## src/rtl/fir_pkg.sv

```systemverilog
// Shared definitions for the time-multiplexed FIR family.
// Contents:
//   fir_state_e - FSM state encoding (idle / multiply-accumulate / output hold)
//   ch_width    - index width for a channel count, never below 1 bit
//   sat_limit   - largest positive or most negative value of a signed width
package fir_pkg;

  typedef enum logic [1:0] {
    StIdle,
    StMac,
    StOut
  } fir_state_e;

  function automatic int unsigned ch_width(int unsigned n);
    return (n > 1) ? $clog2(n) : 1;
  endfunction

  function automatic int sat_limit(int unsigned width, logic negative);
    int lim;
    lim = (1 << (width - 1)) - 1;
    return negative ? (-lim - 1) : lim;
  endfunction

endpackage

```

## src/rtl/fir_tdm_if.sv

```systemverilog
// Sample stream bundle for fir_tdm: valid/ready input side and valid/ready output side.
// Signals:
//   in_valid, in_ready, in                - input sample handshake and data
//   out_valid, out_ready, out, out_channel - output sample handshake, data and channel tag
// Modports:
//   master - sample source / sink side (drives in_valid, in, out_ready)
//   slave  - the filter side (drives in_ready, out_valid, out, out_channel)
interface fir_tdm_if
  import fir_pkg::*;
#(
  parameter int unsigned InputLengthBits = 8,
  parameter int unsigned NumChannels     = 2
) ();

  localparam int unsigned ChW = ch_width(NumChannels);

  logic                              in_valid;
  logic                              in_ready;
  logic signed [InputLengthBits-1:0] in;
  logic                              out_valid;
  logic                              out_ready;
  logic signed [InputLengthBits-1:0] out;
  logic [ChW-1:0]                    out_channel;

  modport master (
    output in_valid, in, out_ready,
    input  in_ready, out_valid, out, out_channel
  );

  modport slave (
    input  in_valid, in, out_ready,
    output in_ready, out_valid, out, out_channel
  );

endinterface

```

## src/rtl/fir_saturate.sv

```systemverilog
// Combinational output stage: optional round-half-up, truncation of TruncBits LSBs and
// saturation of a wide signed accumulator down to OutWidth bits.
// Ports:
//   acc_i - signed accumulator value (AccWidth bits)
//   out_o - signed saturated result (OutWidth bits)
module fir_saturate
  import fir_pkg::*;
#(
  parameter int unsigned AccWidth  = 20,
  parameter int unsigned OutWidth  = 8,
  parameter int unsigned TruncBits = 10,
  parameter bit          RoundEn   = 1'b0
) (
  input  logic signed [AccWidth-1:0] acc_i,
  output logic signed [OutWidth-1:0] out_o
);

  // Index of the output MSB inside the accumulator.
  localparam int unsigned OutMsb     = OutWidth + TruncBits - 1;
  localparam int unsigned RoundShift = (TruncBits > 0) ? TruncBits - 1 : 0;
  localparam logic [AccWidth-1:0] RoundConst =
      (RoundEn && (TruncBits > 0)) ? (AccWidth'(1) << RoundShift) : '0;

  logic signed [AccWidth-1:0]   acc_r;
  logic [AccWidth-1-OutMsb:0]   top_bits;
  logic                         overflow;

  always_comb begin
    acc_r    = acc_i + $signed(RoundConst);
    // Dropped top bits plus the output MSB must all be copies of the sign.
    top_bits = acc_r[AccWidth-1:OutMsb];
    overflow = !((&top_bits) || !(|top_bits));
    if (overflow) begin
      out_o = OutWidth'(sat_limit(OutWidth, acc_r[AccWidth-1]));
    end else begin
      out_o = acc_r[OutMsb:TruncBits];
    end
  end

endmodule

```

## src/rtl/fir_tdm.sv

```systemverilog
// Multi-channel time-multiplexed FIR filter. A single multiply-accumulate unit walks the
// NumTaps taps of the delay line belonging to the channel of the last accepted sample;
// channels arrive strictly interleaved 0..NumChannels-1.
// Build option: define FIR_ROUND_EN for round-half-up before truncation (default: floor).
// Ports:
//   clk    - clock
//   rst_n  - synchronous active-low reset
//   bus_io - fir_tdm_if.slave: in_valid/in_ready/in, out_valid/out_ready/out/out_channel
module fir_tdm
  import fir_pkg::*;
#(
  parameter int unsigned InputLengthBits       = 8,
  parameter int unsigned CoefficientLengthBits = 10,
  parameter int unsigned AccumulatorLengthBits = 20,
  parameter int unsigned NumTaps               = 3,
  parameter int unsigned NumChannels           = 2,
  parameter int unsigned OutputTruncationBits  = 10,
  parameter logic signed [CoefficientLengthBits-1:0] Coefficients [NumTaps] =
      '{-10'sd300, 10'sd511, 10'sd300}
) (
  input logic      clk,
  input logic      rst_n,
  fir_tdm_if.slave bus_io
);

  localparam int unsigned ChW   = ch_width(NumChannels);
  localparam int unsigned TapW  = (NumTaps > 1) ? $clog2(NumTaps) : 1;
  localparam int unsigned ProdW = InputLengthBits + CoefficientLengthBits;

`ifdef FIR_ROUND_EN
  localparam bit RoundEn = 1'b1;
`else
  localparam bit RoundEn = 1'b0;
`endif

  if (NumTaps < 1) begin : gen_err_taps
    $error("fir_tdm: NumTaps must be at least 1");
  end
  if (NumChannels < 1) begin : gen_err_channels
    $error("fir_tdm: NumChannels must be at least 1");
  end
  if (AccumulatorLengthBits < InputLengthBits + OutputTruncationBits) begin : gen_err_acc
    $error("fir_tdm: accumulator too narrow for input width plus truncation");
  end

  typedef logic signed [InputLengthBits-1:0]       sample_t;
  typedef logic signed [AccumulatorLengthBits-1:0] acc_t;
  typedef logic signed [ProdW-1:0]                 prod_t;

  fir_state_e     state_q;
  logic           in_ready_q;
  logic           out_valid_q;
  sample_t        out_q;
  logic [ChW-1:0] out_ch_q;
  logic [ChW-1:0] ch_cnt_q;   // channel expected for the next input sample
  logic [ChW-1:0] ch_q;       // channel currently being filtered
  logic [TapW-1:0] tap_q;
  acc_t           acc_q;
  sample_t        line_q [NumChannels][NumTaps];

  prod_t   prod;
  acc_t    acc_sum;
  sample_t sat_out;
  logic    last_tap;

  always_comb begin
    prod     = prod_t'(line_q[ch_q][tap_q]) * prod_t'(Coefficients[tap_q]);
    acc_sum  = acc_q + acc_t'(prod);
    last_tap = (tap_q == TapW'(NumTaps - 1));
  end

  // Fed with the running sum so the final tap's product lands in the output register directly.
  fir_saturate #(
    .AccWidth  (AccumulatorLengthBits),
    .OutWidth  (InputLengthBits),
    .TruncBits (OutputTruncationBits),
    .RoundEn   (RoundEn)
  ) u_saturate (
    .acc_i (acc_sum),
    .out_o (sat_out)
  );

  always_ff @(posedge clk) begin
    if (!rst_n) begin
      state_q     <= StIdle;
      in_ready_q  <= 1'b1;
      out_valid_q <= 1'b0;
      out_q       <= '0;
      out_ch_q    <= '0;
      ch_cnt_q    <= '0;
      ch_q        <= '0;
      tap_q       <= '0;
      acc_q       <= '0;
      for (int c = 0; c < NumChannels; c++) begin
        for (int k = 0; k < NumTaps; k++) begin
          line_q[c][k] <= '0;
        end
      end
    end else begin
      unique case (state_q)
        StIdle: begin
          if (bus_io.in_valid) begin
            for (int k = NumTaps - 1; k > 0; k--) begin
              line_q[ch_cnt_q][k] <= line_q[ch_cnt_q][k-1];
            end
            line_q[ch_cnt_q][0] <= bus_io.in;
            ch_q       <= ch_cnt_q;
            ch_cnt_q   <= (ch_cnt_q == ChW'(NumChannels - 1)) ? '0 : ch_cnt_q + ChW'(1);
            acc_q      <= '0;
            tap_q      <= '0;
            in_ready_q <= 1'b0;
            state_q    <= StMac;
          end
        end
        StMac: begin
          acc_q <= acc_sum;
          tap_q <= tap_q + TapW'(1);
          if (last_tap) begin
            out_q       <= sat_out;
            out_ch_q    <= ch_q;
            out_valid_q <= 1'b1;
            state_q     <= StOut;
          end
        end
        StOut: begin
          if (bus_io.out_ready) begin
            out_valid_q <= 1'b0;
            in_ready_q  <= 1'b1;
            state_q     <= StIdle;
          end
        end
        default: state_q <= StIdle;
      endcase
    end
  end

  assign bus_io.in_ready    = in_ready_q;
  assign bus_io.out_valid   = out_valid_q;
  assign bus_io.out         = out_q;
  assign bus_io.out_channel = out_ch_q;

endmodule
```

## src/flat_wrapper.sv

```systemverilog
// flat-port wrapper written by rule: the top's interface ports become plain ports
module fir_tdm_flat import fir_pkg::*;
#(
  parameter int unsigned InputLengthBits       = 8,
  parameter int unsigned CoefficientLengthBits = 10,
  parameter int unsigned AccumulatorLengthBits = 20,
  parameter int unsigned NumTaps               = 3,
  parameter int unsigned NumChannels           = 2,
  parameter int unsigned OutputTruncationBits  = 10,
  parameter logic signed [CoefficientLengthBits-1:0] Coefficients [NumTaps] =
      '{-10'sd300, 10'sd511, 10'sd300}
)
  (clk, rst_n, bus_io_in_valid, bus_io_in, bus_io_out_ready, bus_io_in_ready, bus_io_out_valid, bus_io_out, bus_io_out_channel);
  fir_tdm_if #(.InputLengthBits(InputLengthBits), .NumChannels(NumChannels)) bus_io_i ();
  input logic clk;
  input logic rst_n;
  input wire logic [$bits(bus_io_i.in_valid)-1:0] bus_io_in_valid;
  input wire logic [$bits(bus_io_i.in)-1:0] bus_io_in;
  input wire logic [$bits(bus_io_i.out_ready)-1:0] bus_io_out_ready;
  output wire logic [$bits(bus_io_i.in_ready)-1:0] bus_io_in_ready;
  output wire logic [$bits(bus_io_i.out_valid)-1:0] bus_io_out_valid;
  output wire logic [$bits(bus_io_i.out)-1:0] bus_io_out;
  output wire logic [$bits(bus_io_i.out_channel)-1:0] bus_io_out_channel;
  assign bus_io_i.in_valid = bus_io_in_valid;
  assign bus_io_i.in = bus_io_in;
  assign bus_io_i.out_ready = bus_io_out_ready;
  assign bus_io_in_ready = bus_io_i.in_ready;
  assign bus_io_out_valid = bus_io_i.out_valid;
  assign bus_io_out = bus_io_i.out;
  assign bus_io_out_channel = bus_io_i.out_channel;
  fir_tdm #(.InputLengthBits(InputLengthBits), .CoefficientLengthBits(CoefficientLengthBits), .AccumulatorLengthBits(AccumulatorLengthBits), .NumTaps(NumTaps), .NumChannels(NumChannels), .OutputTruncationBits(OutputTruncationBits), .Coefficients(Coefficients)) u_core (.clk(clk), .rst_n(rst_n), .bus_io(bus_io_i));
endmodule
```

## config.mk

```make
export PLATFORM = sky130hd
export DESIGN_NAME = fir_tdm_flat
export DESIGN_NICKNAME = d
export VERILOG_FILES = /design/src/rtl/fir_pkg.sv /design/src/rtl/fir_tdm_if.sv /design/src/rtl/fir_saturate.sv /design/src/rtl/fir_tdm.sv /design/src/flat_wrapper.sv
export SDC_FILE = /design/constraint.sdc
export NUM_CORES = 1
export LEC_CHECK = 0
export CORE_ASPECT_RATIO = 2
export CORE_MARGIN = 2
export CORE_UTILIZATION = 45
export CTS_CLUSTER_DIAMETER = 80
export DETAILED_ROUTE_END_ITERATION = 16
export PLACE_DENSITY = 0.66
export SLEW_MARGIN = 20
export SYNTH_ARGS = -nofsm -noshare
export SYNTH_HDL_FRONTEND = slang
export SYNTH_SLANG_ARGS = --single-unit
```

## constraint.sdc

```tcl
create_clock -name clk -period 6.95 [get_ports clk]
set_input_delay 1.7375 -clock clk [delete_from_list [all_inputs] [get_ports clk]]
set_output_delay 1.7375 -clock clk [all_outputs]
set_load 0.01 [all_outputs]
```

==> results of run 1 <==
==> layout make-up <==
cell class / instances / area (um^2)
Sequential cell: 87 / 2220
Multi-Input combinational cell: 482 / 4860
Fill cell: 1492 / 8270
Tap cell: 207 / 259
Inverter: 114 / 428
Clock buffer: 9 / 225
Timing Repair Buffer: 32 / 295
Clock inverter: 7 / 120
==> sequential cells by signal, indices dropped and copies added (netlist names), named ones only <==
signal                     flops
u_core.ch_cnt_q                1
u_core.bus_io.in_ready         1
u_core.state_q                 2
u_core.bus_io.out_channel      1
u_core.ch_q                    1
u_core.line_q                 48
u_core.bus_io.out_valid        1
u_core.tap_q                   2
u_core.bus_io.out              8
u_core.acc_q                  20
==> tightest hold or removal path, cell delays in order (launching register included) <==
cell and delay, ns:
dfxtp_1 0.31, nand2_1 0.05, a21boi_0 0.06
==> synth_stat cells (3+ instances only) <==
master    instances  area share (%)
inv_1           112             5.5
fa_1             92              24
nor2_1           54             2.7
ha_1             52             8.6
edfxtp_1         48              19
nand2_1          40             2.0
dfxtp_1          39              10
nor2b_1          36             3.0
a22oi_1          24             2.4
mux2i_1          24             3.2
and2_1           23             1.9
a21oi_1          17             1.1
clkbuf_1         17            0.84
o21ai_0          11            0.73
nand2b_1         10            0.82
xnor2_1           9             1.0
and3_1            8            0.66
mux4_2            8             2.4
o21a_1            6            0.59
mux2_2            5            0.74
nand3_1           5            0.33
o211ai_1          5            0.49
buf_2             4            0.26
or2_2             4            0.33
xor2_1            4            0.46
a21boi_0          3            0.30
a21oi_2           3            0.35
o211ai_2          3            0.49
==> per-layer routing <==
| metal | share of wire (%) | vias up |
|---|---|---|
| met5 | 0 | - |
| met4 | 6.9 | 0 |
| met3 | 1.9 | 64 |
| met2 | 59 | 124 |
| met1 | 33 | 2548 |
| li1 | - | 2360 |
==> worst paths after layout <==
path	endpoint	depth (start not counted)
max reg2reg	u_core.bus_io.out[6]	19
max	u_core.bus_io.out[6]	19
min	u_core.bus_io.out_channel	2
min reg2reg	u_core.bus_io.out_channel	2
==> through the flow <==
stage | hold WS (ns) | cells | worst slack [ns] | area, um^2 | util, %
final | 0.467 | 938 | 0.340 | 8410 | 50.4
after global routing | 0.506 | 938 | 0.0618 | 8410 | 50.4
after CTS | 0.474 | 938 | 0.226 | 8400 | 50.4
after detailed placement | 0.465 | 922 | 0.254 | 8060 | 48.3
after global placement | 0.457 | 922 | 0.342 | 8050 | 48.3
after floorplan | 0.452 | 708 | 0.779 | 7590 | -
==> repair_timing <==
action | CTS | global route
setup endpoints to repair | 0 | 5
buffers inserted | 0 | 0
hold endpoints to repair | 0 | 0
gates resized for setup | 0 | 2
==> cell families (layout without fill, tap and decap cells) <==
logic type,Yosys count,after routing,share of synthesized area [%]
DFF,87,87,29.3
AOI/OAI and AO/OA,95,95,9.44
xor gates and xnor gates,17,17,2.46
buffers and inverters,139,162,7.04
and+or+nand+nor,189,189,12.7
muxes,37,37,6.28
adders and majority gates,144,144,32.8
==> impl_metrics.yaml, run 1 <==
timing:
  max_slew_margin_pct: 24.2
  fin_worst_skew_ns: 0.00913
  rsz0062_at_grt: "no"
  finalHoldViolations: 0
  fin_tns_setup_ns: 0
  worstMarginPinSlew_ns: 1.13
  clock.fmax_mhz: 151
  fin_crit_ns: 6.61
  slew_violations: 0
  setup_viol: 0
  fin_crit_sh_pct: 95.1
synthesis:
  yosys_most_used_dff: "edfxtp_1"
  syn_nets: 864
  seq_area_frac_synth_pct: 29.3
  syn_avg_cell_area_um2: 10.7
  ys_seq_elements: 87
  yosys_warnings: 0
  synth_edf_count: 48
  synth_cell_types: 59
  synth_cells: 708
  async_flop_share_pct: 0
  netlist_area_um2: 7590
floorplanning:
  core_um2: 16700
  design.die.area_um2: 18000
  die_w_um: 95.8
  initial_core_util_pct: 45.5
  rows: 67
  fp.dieH_um: 188
  pin_count: 23
worst_setup_path:
  cpPeakStageDelay_ns: 0.60
  required_ns: 7.17
  r2r_setup_slack_ns: 0.34
  crit_buf_inv: 4
  crit_chain: "mux4_2 > and2_1 > a21oi_1 > nor2b_1 > fa_1 > inv_1 > fa_1 > inv_1 > fa_1 > inv_1 > fa_1 > inv_1 > ha_1 > ha_1 > nor2_1 > a2111oi_0 > o211ai_2 > o21ai_2 > a22oi_1"
  worstPathArrival_ns: 6.83
  crit_type: "reg2reg"
  end_kind: "flip-flop"
  path_delay_family: "adder cells"
  crit_slowest_cell: "a2111oi_0"
  start_kind: "flip-flop"
  path_max_fanout: 10
route:
  ant_nets: 0
  dr.first_iter.drc_count: 202
  drt_drc_violations_left: 0
  vias_per_cell: 5.43
  wire_per_inst_um: 19.0
  num_vias: 5096
  routed_wl_um: 17800
  first_pass_iters: 4
final_layout:
  drive_gt1_share_pct: 9.03
  final_common_cell: "inv_1"
  syn_to_final_growth_pct: 10.8
  diodes: 0
  final_nets: 882
  final_cell_mix: "inv_1, fa_1, nor2_1"
placed_design:
  portBuffers: 22
  dp_hpwl_um: 14600
  gp_congestion: 0.871
global_routing:
  grt_util_met1_pct: 20.2
  grt_pass1_wl_um: 28400
  top_usage_layer: "met2"
  grt_max_degree: 34
  antenna_found_initial: 0
  grt_pass1_vias: 5718
  gr-usage-met2_pct: 40.5
  grt_usage_pct: 21.3
  grt_overflow: 0
  met3_usage_pct: 2.37
clocking:
  clk_pin_slew_ns: 0.07
  clkLatencyLatePin_ns: 0.36
  clock-sinks: 87
  htree_levels: 3
  numCtsBuffers: 9
  cts_tree: "done"
  clock_path_buffers: 2
  root_buffer: "clkbuf_16"
  hold_buffers: 0
run:
  drv_cap: 0
hold_path:
  hp-start: "u_core.bus_io.out_channel"
  hp-class: "reg2reg"
outcome:
  status: "finished clean"
Power of run 1 is not shown: default switching activity piles up to over one toggle a cycle in this logic, so the estimate is an artifact.
==> run 2: changes to the inputs <==
--- a/config.mk
+++ b/config.mk
@@ -10,6 +10,7 @@
 export CORE_UTILIZATION = 45
 export CTS_CLUSTER_DIAMETER = 80
 export DETAILED_ROUTE_END_ITERATION = 16
+export MAX_ROUTING_LAYER = met4
 export PLACE_DENSITY = 0.66
 export SLEW_MARGIN = 20
 export SYNTH_ARGS = -nofsm -noshare
==> run 2 against run 1 <==
Net effect:
- critical path depth is 2 higher
- sequential share of layout area is 0.13 points higher
- clock skew is 0.0019 ns higher
- worst setup slack better by 0.052 ns
- critical path type unchanged
- largest cell class unchanged
- highest routed layer unchanged
==> impl_metrics.yaml, run 2 (synthesis gave the netlist of run 1 again) <==
floorplanning:
  core_um2: 16700
  fp.dieH_um: 188
  rows: 67
  initial_core_util_pct: 45.5
  design.die.area_um2: 18000
  pin_count: 23
  die_w_um: 95.8
worst_setup_path:
  end_kind: "flip-flop"
  cpPeakStageDelay_ns: 0.65
  start_kind: "flip-flop"
  worstPathArrival_ns: 6.77
  path_delay_family: "adder cells"
  path_max_fanout: 11
  crit_buf_inv: 4
  crit_chain: "buf_4 > mux4_2 > and2_1 > a21oi_1 > nand2b_1 > inv_1 > fa_1 > inv_1 > fa_1 > inv_1 > fa_1 > fa_1 > ha_1 > ha_1 > nand3_1 > o211ai_1 > o22a_1 > o21a_1 > o211ai_2 > o21ai_2 > a22oi_1"
  cpMostUsedCell: "fa_1"
  crit_type: "reg2reg"
  required_ns: 7.16
  crit_slowest_cell: "fa_1"
final_layout:
  final_cell_mix: "inv_1, fa_1, nor2_1"
  regMostFlops: "u_core.line_q"
  final.fill_count: 1475
  drive_gt1_share_pct: 8.88
  final_nets: 883
  syn_to_final_growth_pct: 10.2
  largest_reg_flops: 48
  multi_input_area_um2: 4850
  seq_area_um2: 2220
  diodes: 0
  final_common_cell: "inv_1"
clocking:
  clock_path_buffers: 2
  numCtsBuffers: 9
  hold_buffers: 0
  clk_pin_slew_ns: 0.06
  cts_setup_buffers: 0
  clock-sinks: 87
  root_buffer: "clkbuf_16"
  clkLatencyLatePin_ns: 0.36
  htree_levels: 3
  cts_tree: "done"
  cts_resized: 0
placed_design:
  dp_hpwl_um: 14600
  gp_congestion: 0.870
  portBuffers: 22
route:
  dr.first_iter.drc_count: 170
  routed.top_layer: "met4"
  wire_per_inst_um: 18.5
  num_vias: 5041
  wl_met2_um: 10200
  first_pass_iters: 4
  drt_drc_violations_left: 0
  vias_per_cell: 5.37
  wl_met1_um: 5690
  dr_wl_met3_um: 394
  routed_wl_um: 17400
  ant_nets: 0
timing:
  fin_tns_setup_ns: 0
  rsz0062_at_grt: "no"
  clock.fmax_mhz: 153
  max_slew_margin_pct: 38.5
  fin_worst_skew_ns: 0.0110
  finalHoldViolations: 0
  worstMarginPinSlew_ns: 0.921
  setup_viol: 0
  fin_crit_ns: 6.56
  fin_crit_sh_pct: 94.4
  slew_violations: 0
hold_path:
  hp-class: "reg2reg"
run:
  drv_cap: 0
outcome:
  status: "finished clean"
global_routing:
  antenna_found_initial: 0
  grt_pass1_wl_um: 28100
  grt_overflow: 0
  grt_usage_pct: 21.5
  grt_pass1_vias: 5658
  grt_max_degree: 34
run 2: final cells by class:
| type | count | area share [%] |
|---|---|---|
| Multi-Input combinational cell | 482 | 58.0 |
| Clock inverter | 7 | 0.868 |
| Sequential cell | 87 | 26.6 |
| Clock buffer | 9 | 2.69 |
| Inverter | 114 | 5.12 |
| Timing Repair Buffer | 33 | 3.62 |
| Tap cell | 207 | 3.10 |
run 2: path summary, 6_finish.rpt:
kind         slack, ns                 startpoint  cells after the start                   endpoint
max               0.39                  flip-flop                     21       u_core.bus_io.out[0]
min               0.47  u_core.bus_io.out_channel                      2  u_core.bus_io.out_channel
max reg2reg       0.39                  flip-flop                     21       u_core.bus_io.out[0]
min reg2reg       0.47  u_core.bus_io.out_channel                      2  u_core.bus_io.out_channel
run 2: tightest hold or removal path, stage by stage, from the launching register on:
cell and delay, ns:
dfxtp_1 0.31, nand2_1 0.05, a21boi_0 0.07
run 2: per-stage QoR:
step	setup slack [ns]	hold WS [ns]	std cells	utilization, %	cell area [um^2]
global placement	0.466	0.457	923	48.3	8060
floorplan	0.779	0.452	708	-	7590
finish	0.393	0.470	939	50.1	8360
CTS	0.369	0.473	939	50.1	8360
detailed placement	0.397	0.464	923	48.3	8060
global route	0.0126	0.518	939	50.1	8360
run 2: routing by layer:
metal  vias up  track usage, %
met5         -               -
met1      2511            20.3
met4         0            13.0
li1       2366               -
met2       100            39.5
met3        64            2.69
Power of run 2 is left out for the same reason.
==> run 3: changes to the inputs <==
--- a/config.mk
+++ b/config.mk
@@ -8,10 +8,10 @@
 export CORE_ASPECT_RATIO = 2
 export CORE_MARGIN = 2
 export CORE_UTILIZATION = 45
+export CTS_BUF_LIST = sky130_fd_sc_hd__clkbuf_4 sky130_fd_sc_hd__clkbuf_8
 export CTS_CLUSTER_DIAMETER = 80
 export DETAILED_ROUTE_END_ITERATION = 16
 export MAX_ROUTING_LAYER = met4
-export PLACE_DENSITY = 0.66
 export SLEW_MARGIN = 20
 export SYNTH_ARGS = -nofsm -noshare
 export SYNTH_HDL_FRONTEND = slang
==> run 3 against run 2 <==
Net effect:
- critical path depth is the same
- critical endpoint is now u_core.bus_io.out[1]
- clock skew increased by 0.0038 ns
- wire length is 3.0% higher
- global-route usage up 0.51 points
- first-iteration DRC count grew 11%
- worst setup slack improved by 0.038 ns
- die area unchanged
- highest routed layer unchanged
==> impl_metrics.yaml, run 3 (synthesis gave the netlist of run 1 again) <==
hold_path:
  hp-start: "u_core.bus_io.out_channel"
  hp-class: "reg2reg"
  min_path_cells: 2
timing:
  fin_worst_skew_ns: 0.0148
  fin_crit_ns: 6.52
  fin_tns_setup_ns: 0
  slew_violations: 0
  worstMarginPinSlew_ns: 0.917
  setup_viol: 0
  fin_crit_sh_pct: 93.8
  finalHoldViolations: 0
  worst_slack_ns: 0.431
  max_slew_margin_pct: 38.8
  clock.fmax_mhz: 153
  fin_hold_ws_ns: 0.473
  rsz0062_at_grt: "no"
route:
  vias_per_cell: 5.32
  num_vias: 4975
  wire_per_inst_um: 19.1
  drt_drc_violations_left: 0
  ant_nets: 0
  routed_wl_um: 17900
  first_pass_iters: 4
  dr.first_iter.drc_count: 188
clocking:
  numCtsBuffers: 9
  clk_pin_slew_ns: 0.10
  cts_resized: 0
  root_buffer: "clkbuf_8"
  clock-sinks: 87
  hold_buffers: 0
  clock_path_buffers: 2
  htree_levels: 3
  cts_setup_buffers: 0
  cts_tree: "done"
  clkLatencyLatePin_ns: 0.39
worst_setup_path:
  end_kind: "flip-flop"
  path_max_fanout: 14
  crit_type: "reg2reg"
  rr_worst_depth: 21
  start_kind: "flip-flop"
  required_ns: 7.21
  worstPathArrival_ns: 6.78
floorplanning:
  die_w_um: 95.8
  core_um2: 16700
  rows: 67
  initial_core_util_pct: 45.5
  pin_count: 23
  fp.dieH_um: 188
  design.die.area_um2: 18000
final_layout:
  regMostFlops: "u_core.line_q"
  diodes: 0
  syn_to_final_growth_pct: 8.55
  largest_reg_flops: 48
  final_cell_mix: "inv_1, fa_1, nor2_1"
  final_common_cell: "inv_1"
  drive_gt1_share_pct: 8.37
  final_nets: 880
placed_design:
  portBuffers: 22
  gp_congestion: 0.937
  pre_cts_ws_ns: 0.396
  dp_hpwl_um: 14800
global_routing:
  grt_usage_pct: 22.0
  grt_pass1_vias: 5578
  grt_overflow: 0
  grt_max_degree: 40
  grt_pass1_wl_um: 28600
  antenna_found_initial: 0
run:
  drv_cap: 0
outcome:
  status: "finished clean"
==> run 3: changes by cell type in the layout (fill, tap and decap cells not counted) <==
cell        change
nor2b_2         -2
inv_6           +1
clkinv_1        -1
nor2b_1         +2
clkbuf_16       -9
clkinvlp_4      -1
buf_4           -3
clkbuf_8        +9
clkinv_4        +1
==> run 3: cell type report <==
cell class	count	area, um^2
fillers	1584	8440
multi-input cells	482	4850
flip-flops and latches	87	2220
inverters	114	428
repair buffers	30	280
well taps	207	259
clock buffers	9	124
clock inverters	7	78.8
==> run 3: critical path: stages (launching register included) <==
cell	delay, ns
dfxtp_1	0.41
buf_4	0.29
mux4_2	0.52
and2_1	0.23
a21oi_1	0.27
nand2b_1	0.19
inv_1	0.10
fa_1	0.64
inv_1	0.13
fa_1	0.50
inv_1	0.05
fa_1	0.49
fa_1	0.43
ha_1	0.30
ha_1	0.51
nand3_1	0.12
o211ai_1	0.20
o22a_1	0.19
o21a_1	0.18
o211ai_2	0.19
o21ai_2	0.36
a22oi_1	0.12
==> run 3: stage by stage <==
stage          util (%)  area (um^2)  instances
3_3_place_gp       48.2         8040        920
2_1_floorplan         -         7590        708
3_5_place_dp       48.2         8040        920
4_1_cts            49.4         8240        936
6_report           49.4         8240        936
5_1_grt            49.4         8240        936
==> run 3: final timing paths <==
kind / slack (ns) / end
hold / removal: 0.47 / u_core.bus_io.out_channel
setup / recovery: 0.43 / u_core.bus_io.out[1]
hold reg to reg: 0.47 / u_core.bus_io.out_channel
setup reg to reg: 0.43 / u_core.bus_io.out[1]
==> run 3: metal layers <==
metal	GRT usage (%)	routed length (um)	vias to the layer above
li1	-	-	2354
met1	20.8	5940	2522
met2	42.5	10900	62
met3	2.97	419	37
met4	8.79	641	0
met5	-	0	-
Power of run 3 is left out for the same reason.
